## src/rtl/upsample_input_loader.sv

```systemverilog
// +----------------------------------------------------------------------------+
// | Module   : upsample_input_loader                                           |
// | Purpose  : Packs a raster-order element stream into the flat frame vector  |
// |            for top_upsample, then launches it and waits for done.          |
// | Options  : UPSAMPLE_LOADER_PINGPONG_EN adds a second bank to fill in WAIT. |
// | Revision : 1.0  initial release                                            |
// +----------------------------------------------------------------------------+
`default_nettype none

module upsample_input_loader #(
  parameter int NUMBER_OF_ROW = 4,
  parameter int LENGTH        = 12,
  parameter int CNT_W         = 16
) (
  input  logic                                          clk,
  input  logic                                          rst,
  input  logic                                          s_valid,
  input  logic [LENGTH-1:0]                             s_data,
  input  logic                                          s_last,
  output logic                                          s_ready,
  output logic [LENGTH*NUMBER_OF_ROW*NUMBER_OF_ROW-1:0] up_din,
  output logic                                          up_start,
  input  logic                                          up_done,
  output logic                                          busy,
  output logic [CNT_W-1:0]                              frame_cnt,
  output logic                                          frame_err
);

  localparam int ELEMS = NUMBER_OF_ROW * NUMBER_OF_ROW;
  localparam int IDX_W = (ELEMS > 1) ? $clog2(ELEMS) : 1;
  localparam logic [IDX_W-1:0] c_LAST_IDX = IDX_W'(ELEMS - 1);

  typedef enum logic [1:0] {
    ST_FILL   = 2'd0,
    ST_LAUNCH = 2'd1,
    ST_WAIT   = 2'd2
  } state_t;

  state_t            r_state;
  logic [IDX_W-1:0]  r_idx;
  logic              r_done_q;
  logic              r_up_start;
  logic              r_busy;
  logic [CNT_W-1:0]  r_frame_cnt;
  logic              r_frame_err;

  logic w_accept;
  logic w_last_beat;
  logic w_done_rise;

  // Edge detect so a done level left high from the previous frame is ignored.
  assign w_done_rise = up_done & ~r_done_q;
  assign w_last_beat = (r_idx == c_LAST_IDX);
  assign w_accept    = s_valid & s_ready;

  assign up_start  = r_up_start;
  assign busy      = r_busy;
  assign frame_cnt = r_frame_cnt;
  assign frame_err = r_frame_err;

`ifdef UPSAMPLE_LOADER_PINGPONG_EN

  logic [LENGTH-1:0] r_bank_a [ELEMS];
  logic [LENGTH-1:0] r_bank_b [ELEMS];
  logic              r_fill_sel;
  logic              r_launch_sel;
  logic              r_pending;

  // A pending bank exists only in WAIT, so this also covers FILL and LAUNCH.
  assign s_ready = ~r_pending;

  always_ff @(posedge clk or negedge rst) begin
    if (!rst) begin
      r_state      <= ST_FILL;
      r_idx        <= '0;
      r_done_q     <= 1'b0;
      r_up_start   <= 1'b0;
      r_busy       <= 1'b0;
      r_frame_cnt  <= '0;
      r_frame_err  <= 1'b0;
      r_fill_sel   <= 1'b0;
      r_launch_sel <= 1'b0;
      r_pending    <= 1'b0;
      for (int i = 0; i < ELEMS; i++) begin
        r_bank_a[i] <= '0;
        r_bank_b[i] <= '0;
      end
    end else begin
      r_done_q   <= up_done;
      r_up_start <= 1'b0;
      if (w_accept) begin
        if (r_fill_sel) r_bank_b[r_idx] <= s_data;
        else            r_bank_a[r_idx] <= s_data;
        r_idx <= w_last_beat ? '0 : r_idx + IDX_W'(1);
        if (s_last != w_last_beat) r_frame_err <= 1'b1;
        if (w_last_beat && r_state != ST_FILL) r_pending <= 1'b1;
      end
      case (r_state)
        ST_FILL: begin
          if (w_accept && w_last_beat) begin
            r_state      <= ST_LAUNCH;
            r_up_start   <= 1'b1;
            r_busy       <= 1'b1;
            r_frame_cnt  <= r_frame_cnt + CNT_W'(1);
            r_launch_sel <= r_fill_sel;
            r_fill_sel   <= ~r_fill_sel;
          end
        end
        ST_LAUNCH: r_state <= ST_WAIT;
        ST_WAIT: begin
          if (w_done_rise) begin
            if (r_pending || (w_accept && w_last_beat)) begin
              // Back-to-back launch: the finished bank becomes the fill bank.
              r_state      <= ST_LAUNCH;
              r_up_start   <= 1'b1;
              r_frame_cnt  <= r_frame_cnt + CNT_W'(1);
              r_launch_sel <= r_fill_sel;
              r_fill_sel   <= ~r_fill_sel;
              r_pending    <= 1'b0;
            end else begin
              r_state <= ST_FILL;
              r_busy  <= 1'b0;
            end
          end
        end
        default: r_state <= ST_FILL;
      endcase
    end
  end

  for (genvar g = 0; g < ELEMS; g++) begin : g_din
    assign up_din[g*LENGTH +: LENGTH] = r_launch_sel ? r_bank_b[g] : r_bank_a[g];
  end

`else

  logic [LENGTH-1:0] r_bank [ELEMS];

  assign s_ready = (r_state == ST_FILL);

  always_ff @(posedge clk or negedge rst) begin
    if (!rst) begin
      r_state     <= ST_FILL;
      r_idx       <= '0;
      r_done_q    <= 1'b0;
      r_up_start  <= 1'b0;
      r_busy      <= 1'b0;
      r_frame_cnt <= '0;
      r_frame_err <= 1'b0;
      for (int i = 0; i < ELEMS; i++) r_bank[i] <= '0;
    end else begin
      r_done_q   <= up_done;
      r_up_start <= 1'b0;
      if (w_accept) begin
        r_bank[r_idx] <= s_data;
        r_idx         <= w_last_beat ? '0 : r_idx + IDX_W'(1);
        if (s_last != w_last_beat) r_frame_err <= 1'b1;
      end
      case (r_state)
        ST_FILL: begin
          if (w_accept && w_last_beat) begin
            r_state     <= ST_LAUNCH;
            r_up_start  <= 1'b1;
            r_busy      <= 1'b1;
            r_frame_cnt <= r_frame_cnt + CNT_W'(1);
          end
        end
        ST_LAUNCH: r_state <= ST_WAIT;
        ST_WAIT: begin
          if (w_done_rise) begin
            r_state <= ST_FILL;
            r_busy  <= 1'b0;
          end
        end
        default: r_state <= ST_FILL;
      endcase
    end
  end

  // The bank is only written in FILL, so up_din is frozen from LAUNCH to done.
  for (genvar g = 0; g < ELEMS; g++) begin : g_din
    assign up_din[g*LENGTH +: LENGTH] = r_bank[g];
  end

`endif

endmodule

`default_nettype wire

```

## config.mk

```make
export PLATFORM = sky130hd
export DESIGN_NAME = upsample_input_loader
export DESIGN_NICKNAME = d
export VERILOG_FILES = /design/src/rtl/upsample_input_loader.sv
export SDC_FILE = /design/constraint.sdc
export NUM_CORES = 1
export LEC_CHECK = 0
export CORE_ASPECT_RATIO = 1.2
export CORE_UTILIZATION = 45
export DETAILED_ROUTE_END_ITERATION = 7
export MAX_ROUTING_LAYER = met4
export PLACE_DENSITY = 0.85
export SLEW_MARGIN = 25
export SYNTH_ARGS = -nofsm -noshare
export SYNTH_HDL_FRONTEND = slang
export SYNTH_SLANG_ARGS = --single-unit
```

## constraint.sdc

```tcl
create_clock -name clk -period 5.1 [get_ports clk]
set_input_delay 0.765 -clock clk [delete_from_list [all_inputs] [get_ports clk]]
set_output_delay 0.765 -clock clk [all_outputs]
set_load 0.02 [all_outputs]
```

==> results.ini, run 1 <==
[outcome]
status = finished, final reports clean

[placement]
io_buffers = 228
pre_cts_ws_ns = 1.69
globalplace.congestion = 0.823
dp_hpwl_um = 14600

[finish]
num_antenna_cells = 0
regArea_um2 = 5460
final_nets = 774
final_util = 0.638
syn_to_final_growth_pct = 37.1
multi_input_area_um2 = 2890
final_common_cell = clkdlybuf4s50_1
n_fill_cell = 1332
layout_common_cells = clkdlybuf4s50_1, dfrtp_1, mux2_2, mux2_4, clkbuf_16
drive_above_1_share = 0.308

[timing]
fmaxAchievable_mhz = 346
tightestPinTransition_ns = 0.956
setup_ws_ns = 2.21
whs_ns = 0.321
hold_viol = 0
relSlewSlack = 0.363
finalCriticalPeriod_ns = 2.89
rsz0062_at_grt = false
setup_violations = 0
tns_ns = 0
finalClockSkew_ns = 0.00801
maxSlewViolCount = 0
fin_crit_sh = 0.567

[global_route]
grt_first_pass_wirelength_um = 33300
antenna_found_initial = 0
first_global_vias = 5651
grt.total_usage = 0.229
grt_use_met3 = 0.0305
use_met2 = 0.405
use_met1 = 0.272
busiest_layer = met2
overflow = 0
grt_max_degree = 122

[clocking]
cts_tree = built
cts-htree-levels = 1
cts.sinks = 218
cts.repair.resized = 0
cts_root_buf = clkbuf_16
numCtsBuffers = 22
hold_buffers = 0
path_clk_slew_ns = 0.06
insertion_delay_ns = 0.50
cts.path.max_buffers = 3
postCtsSetupBuffers = 0

[detailed_routing]
drc = 0
vias_per_cell = 5.18
drt_pass1_iterations = 4
routed-via-count = 5281
wire_per_inst_um = 21.1
ant_nets = 0
routed_wirelength_um = 21500
drt_iter0_markers = 194

[setup_path]
critPathTopFamily = simple AND/OR/NAND/NOR gates
setup.worst_path.end_class = flip-flop
worstSetupStartpointType = primary input
path_class = primary input to flip-flop
cp_slowest_cell = nand3_1
path_max_fanout = 19
required_ns = 5.48
path_cells = clkdlybuf4s50_1 > nor3b_4 > nand3_1 > mux2_2
critical_path_buf_inv_count = 1
critPathMaxStageDelay_ns = 0.79
worstPathArrival_ns = 3.28

[pwr]
power.density_nw_per_um2 = 691
finalPower_uw = 8100
p_leak_uw = 0.00532
vdd_ir_drop_max_uv = 411

[die]
initial_core_util = 0.466
ios = 229
die_y_um = 153
placeableCoreArea_um2 = 18400
die_area_um2 = 19600
fp.dieW_um = 128
fp-row-count = 54

[synthesis]
ys_seq_area_frac = 0.637
syn_avg_cell_area_um2 = 16.1
synth_nets = 553
synth_cells = 531
yosys_warnings = 0
synth_cell_types = 30
ys_ff_latch = 218
netlist_area_um2 = 8560

[min_path]
holdCritPathClass = primary input to async pin

[job]
drv_cap = 0

sequential cells by signal, summed over array words and instances (netlist names):
signal     count
busy           1
frame_cnt     16
frame_err      1
r_done_q       1
r_idx          4
r_state        2
up_din       192
up_start       1
metrics by stage:
stage	std cells	cell area, um2
4_1_cts	1019	11700
6_report	1019	11700
3_3_place_gp	980	11000
2_1_floorplan	531	8560
5_1_grt	1019	11700
3_5_place_dp	980	11000
final cells by class:
cell class	count	share of cell area
multi-input cells	276	0.246
repair buffers	230	0.197
inverters	4	0.00128
well taps	252	0.0269
clock inverters	10	0.0116
clock buffers	29	0.0517
flip-flops and latches	218	0.465
final timing paths:
check,startpoint,end,slack (ns),cells after the start
worst max-delay path,s_valid,up_din[10],2.21,4
worst min-delay path,rst,frame_cnt[12],0.32,1
worst max register to register,r_state[1],up_din[10],2.48,3
worst min register to register,frame_err,frame_err,0.46,1
max in group asynchronous,rst,up_din[101],3.67,2
min in group clk,frame_err,frame_err,0.46,1
report_power, final:
| group | internal [uW] | switching [uW] |
|---|---|---|
| clock | 991 | 657 |
| sequential | 2450 | 451 |
| combinational | 1880 | 1680 |
cells in the mapped netlist (all sizes together):
master    n  area (um2)
dfrtp   218        5460
mux2    194        2300
buf      21         154
nand3    16         118
xnor2    13         114
clkbuf   12        45.0
nand2    10        37.5
and3      8        50.1
nand4     6        37.5
ha        5        62.6
inv       4        15.0
xor2      4        35.0
a21o      3        22.5
and2      3        18.8
nor2      3        11.3
and2b     2        15.0
o21ai     2        10.0
a21oi     1        5.00
and4      1        8.76
nand4b    1        8.76
nor2b     1        6.26
nor3      1        5.00
nor3b     1        18.8
nor4bb    1        10.0
cells by family after synthesis:
logic type,after synthesis,share of synthesized area
adders and majority gates,5,0.00731
and+or+nand+nor,54,0.0403
xor gates and xnor gates,17,0.0174
buffers and inverters,37,0.0250
DFF,218,0.637
AOI/OAI and AO/OA,6,0.00438
muxes,194,0.268
layer usage:
metal / vias to the layer above / part of all wire
li1: 2301 / -
met1: 2746 / 0.40
met2: 201 / 0.53
met3: 33 / 0.049
met4: 0 / 0.020
met5: - / 0
(Power assumes the default switching activity.)
==> inputs of run 2 (changes only) <==
CORE_UTILIZATION = 44   (was 45)
PLACE_DENSITY = 0.87   (was 0.85)
clock period = 2.5 ns   (was 5.1 ns; I/O delays follow)
==> results.ini, run 2 (same netlist as run 1, synthesis figures left out) <==
[outcome]
status = finished, final reports clean

[finish]
num_antenna_cells = 0
final_nets = 795
final_util = 0.631
largest_reg_flops = 192
syn_to_final_growth_pct = 39.5
layout_common_cells = clkdlybuf4s50_1, dfrtp_1, mux2_2, mux2_4, clkbuf_16
final_common_cell = clkdlybuf4s50_1
drive_above_1_share = 0.322

[global_route]
grt.total_usage = 0.225
overflow = 0
antenna_found_initial = 0
grt_first_pass_wirelength_um = 33000
first_global_vias = 5715
grt_max_degree = 70

[detailed_routing]
drc = 0
drt_iter0_markers = 255
ant_nets = 0
vias_per_cell = 5.08
wire_per_inst_um = 20.7
routed-via-count = 5294
drt_pass1_iterations = 4
routed_wirelength_um = 21500

[setup_path]
path_cells = nor2_1 > clkdlybuf4s50_1
path_max_fanout = 5
path_class = flip-flop to output pin
cp_slowest_cell = clkdlybuf4s50_1
worstSetupStartpointType = flip-flop
required_ns = 2.12
critPathMaxStageDelay_ns = 0.62
critical_path_buf_inv_count = 1
worstPathArrival_ns = 1.70
setup.worst_path.end_class = output pin
critPathTopFamily = buffers and inverters

[timing]
whs_ns = 0.390
finalCriticalPeriod_ns = 2.07
relSlewSlack = 0.489
fmaxAchievable_mhz = 483
tns_ns = 0
tightestPinTransition_ns = 0.764
setup_violations = 0
finalClockSkew_ns = 0.00875
hold_viol = 0
maxSlewViolCount = 0
rsz0062_at_grt = false
fin_crit_sh = 0.828

[clocking]
cts_root_buf = clkbuf_16
insertion_delay_ns = 0.50
cts-htree-levels = 1
cts.repair.resized = 0
numCtsBuffers = 22
cts_tree = built
cts.path.max_buffers = 3
path_clk_slew_ns = 0.06
cts.sinks = 218
hold_buffers = 1
postCtsSetupBuffers = 0

[placement]
globalplace.congestion = 0.805
dp_hpwl_um = 14700
io_buffers = 228

[die]
die_area_um2 = 20000
placeableCoreArea_um2 = 18900
ios = 229
fp.dieW_um = 129
initial_core_util = 0.452
die_y_um = 155
fp-row-count = 55

[pwr]
vdd_ir_drop_max_uv = 805
power.density_nw_per_um2 = 1380
p_leak_uw = 0.00543
finalPower_uw = 16500

[job]
drv_cap = 0

[min_path]
holdCritPathClass = primary input to flip-flop

## run 2: routing by layer
layer	global-route usage	wire length, um	up-vias
met5	-	0	-
met4	0.0784	616	0
met3	0.0540	1430	36
met2	0.372	10900	183
met1	0.268	8580	2736
li1	-	-	2339
## run 2: path summary, 6_finish.rpt
path / endpoint / start / cells past startpoint / slack (ns)
setup / recovery: s_ready / r_state[1] / 2 / 0.43
hold / removal: r_done_q / up_done / 1 / 0.39
setup reg to reg: up_din[184] / r_idx[0] / 6 / 0.59
hold reg to reg: frame_err / frame_err / 1 / 0.46
max in group asynchronous: up_din[138] / rst / 3 / 1.25
min in group asynchronous: up_din[60] / rst / 2 / 0.45
## run 2: layout make-up
type	count	area, um2
sequential	218	5460
fill	1363	6990
clock buffer	33	663
timing repair buffer	251	2520
clock inverter	4	70.1
tap	256	320
inverter	4	15.0
multi-input combinational	276	2890
## run 2: through the flow
stage | cell area (um2) | setup slack [ns] | cells
2_1_floorplan | 8560 | 0.742 | 531
3_3_place_gp | 11200 | 0.367 | 1004
3_5_place_dp | 11200 | 0.308 | 1004
4_1_cts | 11900 | 0.405 | 1042
5_1_grt | 11900 | 0.380 | 1042
6_report | 11900 | 0.429 | 1042
## run 2: report_power, final
part | switching (uW) | leakage (uW) | internal, uW
Sequential | 841 | 0.00275 | 4990
Combinational | 3470 | 0.00232 | 3880
Clock | 1300 | 0.000361 | 2020
Total | 5600 | 0.00543 | 10900
==> inputs of run 3 (changes only) <==
CORE_UTILIZATION = 45   (was 44)
PLACE_DENSITY = 0.85   (was 0.87)
clock period = 2.15 ns   (was 2.5 ns; I/O delays follow)
==> results.ini, run 3 (same netlist as run 1, synthesis figures left out) <==
[outcome]
status = finished, final reports clean

[finish]
final_area_um2 = 12000
final_nets = 795
drive_above_1_share = 0.327
largest_reg_flops = 192
num_antenna_cells = 0
final_common_cell = clkdlybuf4s50_1
syn_to_final_growth_pct = 40.4
layout_common_cells = clkdlybuf4s50_1, dfrtp_1, mux2_2, mux2_4, clkbuf_16

[timing]
tightestPinTransition_ns = 0.766
rsz0062_at_grt = false
fmaxAchievable_mhz = 489
maxSlewViolCount = 0
relSlewSlack = 0.487
finalClockSkew_ns = 0.0145
tns_ns = 0
finalCriticalPeriod_ns = 2.05
hold_viol = 0
setup_violations = 0
fin_crit_sh = 0.952

[global_route]
grt_max_degree = 59
first_global_vias = 5940
antenna_found_initial = 0
overflow = 0
grt_first_pass_wirelength_um = 34500
grt.total_usage = 0.237

[clocking]
cts.path.max_buffers = 3
cts-htree-levels = 1
numCtsBuffers = 22
cts_tree = built
cts_root_buf = clkbuf_16
path_clk_slew_ns = 0.06
cts.sinks = 218
insertion_delay_ns = 0.50
postCtsSetupBuffers = 0

[pwr]
seqPwrFrac = 0.355
p_int_uw = 12600
vdd_ir_drop_max_uv = 982
combPwrFrac = 0.445
power.density_nw_per_um2 = 1610
p_clk_frac = 0.200
p_leak_uw = 0.00546
switchingPower_uw = 6660
swShare = 0.345

[job]
drv_cap = 0

[placement]
globalplace.congestion = 0.846
place_area_um2 = 11300
io_buffers = 228
dp_hpwl_um = 15500

[setup_path]
required_ns = 1.83
worstPathArrival_ns = 1.72
setup.worst_path.end_class = output pin
path_class = flip-flop to output pin
worstSetupStartpointType = flip-flop
path_max_fanout = 5

[detailed_routing]
wire_per_inst_um = 21.3
drc = 0
drt_pass1_iterations = 4
vias_per_cell = 5.19
ant_nets = 0
routed_wirelength_um = 22100
drt_iter0_markers = 235
routed-via-count = 5394

[die]
fp-row-count = 54
placeableCoreArea_um2 = 18400
initial_core_util = 0.466
die_area_um2 = 19600
die_y_um = 153
ios = 229
fp.dieW_um = 128

[min_path]
holdCritPathClass = primary input to flip-flop

run 3: changes by cell type in the layout (fill, tap and decap cells not counted), sizes merged:
cell,previous run,this run
clkbuf,34,30
clkinv,2,6
inv,4,5
run 3: final cells by class:
| type | instances | area [um2] |
|---|---|---|
| clock inverters | 9 | 114 |
| well taps | 252 | 315 |
| multi-input cells | 276 | 2890 |
| flip-flops and latches | 218 | 5460 |
| clock buffers | 29 | 627 |
| fillers | 1330 | 6360 |
| inverters | 4 | 15.0 |
| repair buffers | 251 | 2600 |
run 3: what timing repair did:
item	4_1_cts	5_1_grt
endpoints found under the hold margin	52	0
resized for setup	0	0
hold buffers	1	0
run 3: per-layer routing:
layer / track usage / vias to the layer above / share of wire
met5: - / - / 0
met4: 0.0706 / 0 / 0.028
met3: 0.0431 / 39 / 0.059
met2: 0.409 / 193 / 0.52
met1: 0.280 / 2816 / 0.39
li1: - / 2346 / -
run 3: path summary, 6_finish.rpt:
check                                 from            to  slack (ns)  cells past startpoint
worst max-delay path            r_state[1]       s_ready        0.10                      2
worst min-delay path               up_done      r_done_q        0.34                      1
worst max register to register    r_idx[0]   up_din[184]        0.27                      6
worst min register to register   frame_err     frame_err        0.49                      1
max in group asynchronous              rst    up_din[84]        1.12                      3
min in group asynchronous              rst  frame_cnt[2]        0.37                      2
run 3: stage by stage:
stage / utilization / setup WS [ns] / power (uW) / std cells / hold WS, ns
global route: 0.654 / 0.0671 / 20100 / 1039 / 0.324
detailed placement: 0.613 / 0.0578 / 15500 / 1000 / 0.339
CTS: 0.654 / 0.0871 / 19500 / 1039 / 0.328
global placement: 0.613 / 0.0896 / 15100 / 1000 / 0.328
floorplan: - / 0.392 / 11100 / 531 / 0.0269
finish: 0.654 / 0.104 / 19300 / 1039 / 0.339
run 3: power by group through the flow:
| stage | sequential (uW) | combinational [uW] | clock [uW] |
|---|---|---|---|
| 2_1_floorplan | 8760 | 2330 | 0 |
| 3_3_place_gp | 6770 | 8370 | 0 |
| 3_5_place_dp | 6880 | 8590 | 0 |
| 4_1_cts | 6850 | 8650 | 3950 |
| 5_1_grt | 7050 | 8980 | 4090 |
| 6_report | 6850 | 8590 | 3860 |
run 3: worst max-delay path, stage by stage (launching register included):
cell	delay [ns]
dfrtp_1	0.45
nor2_1	0.17
clkdlybuf4s50_1	0.62
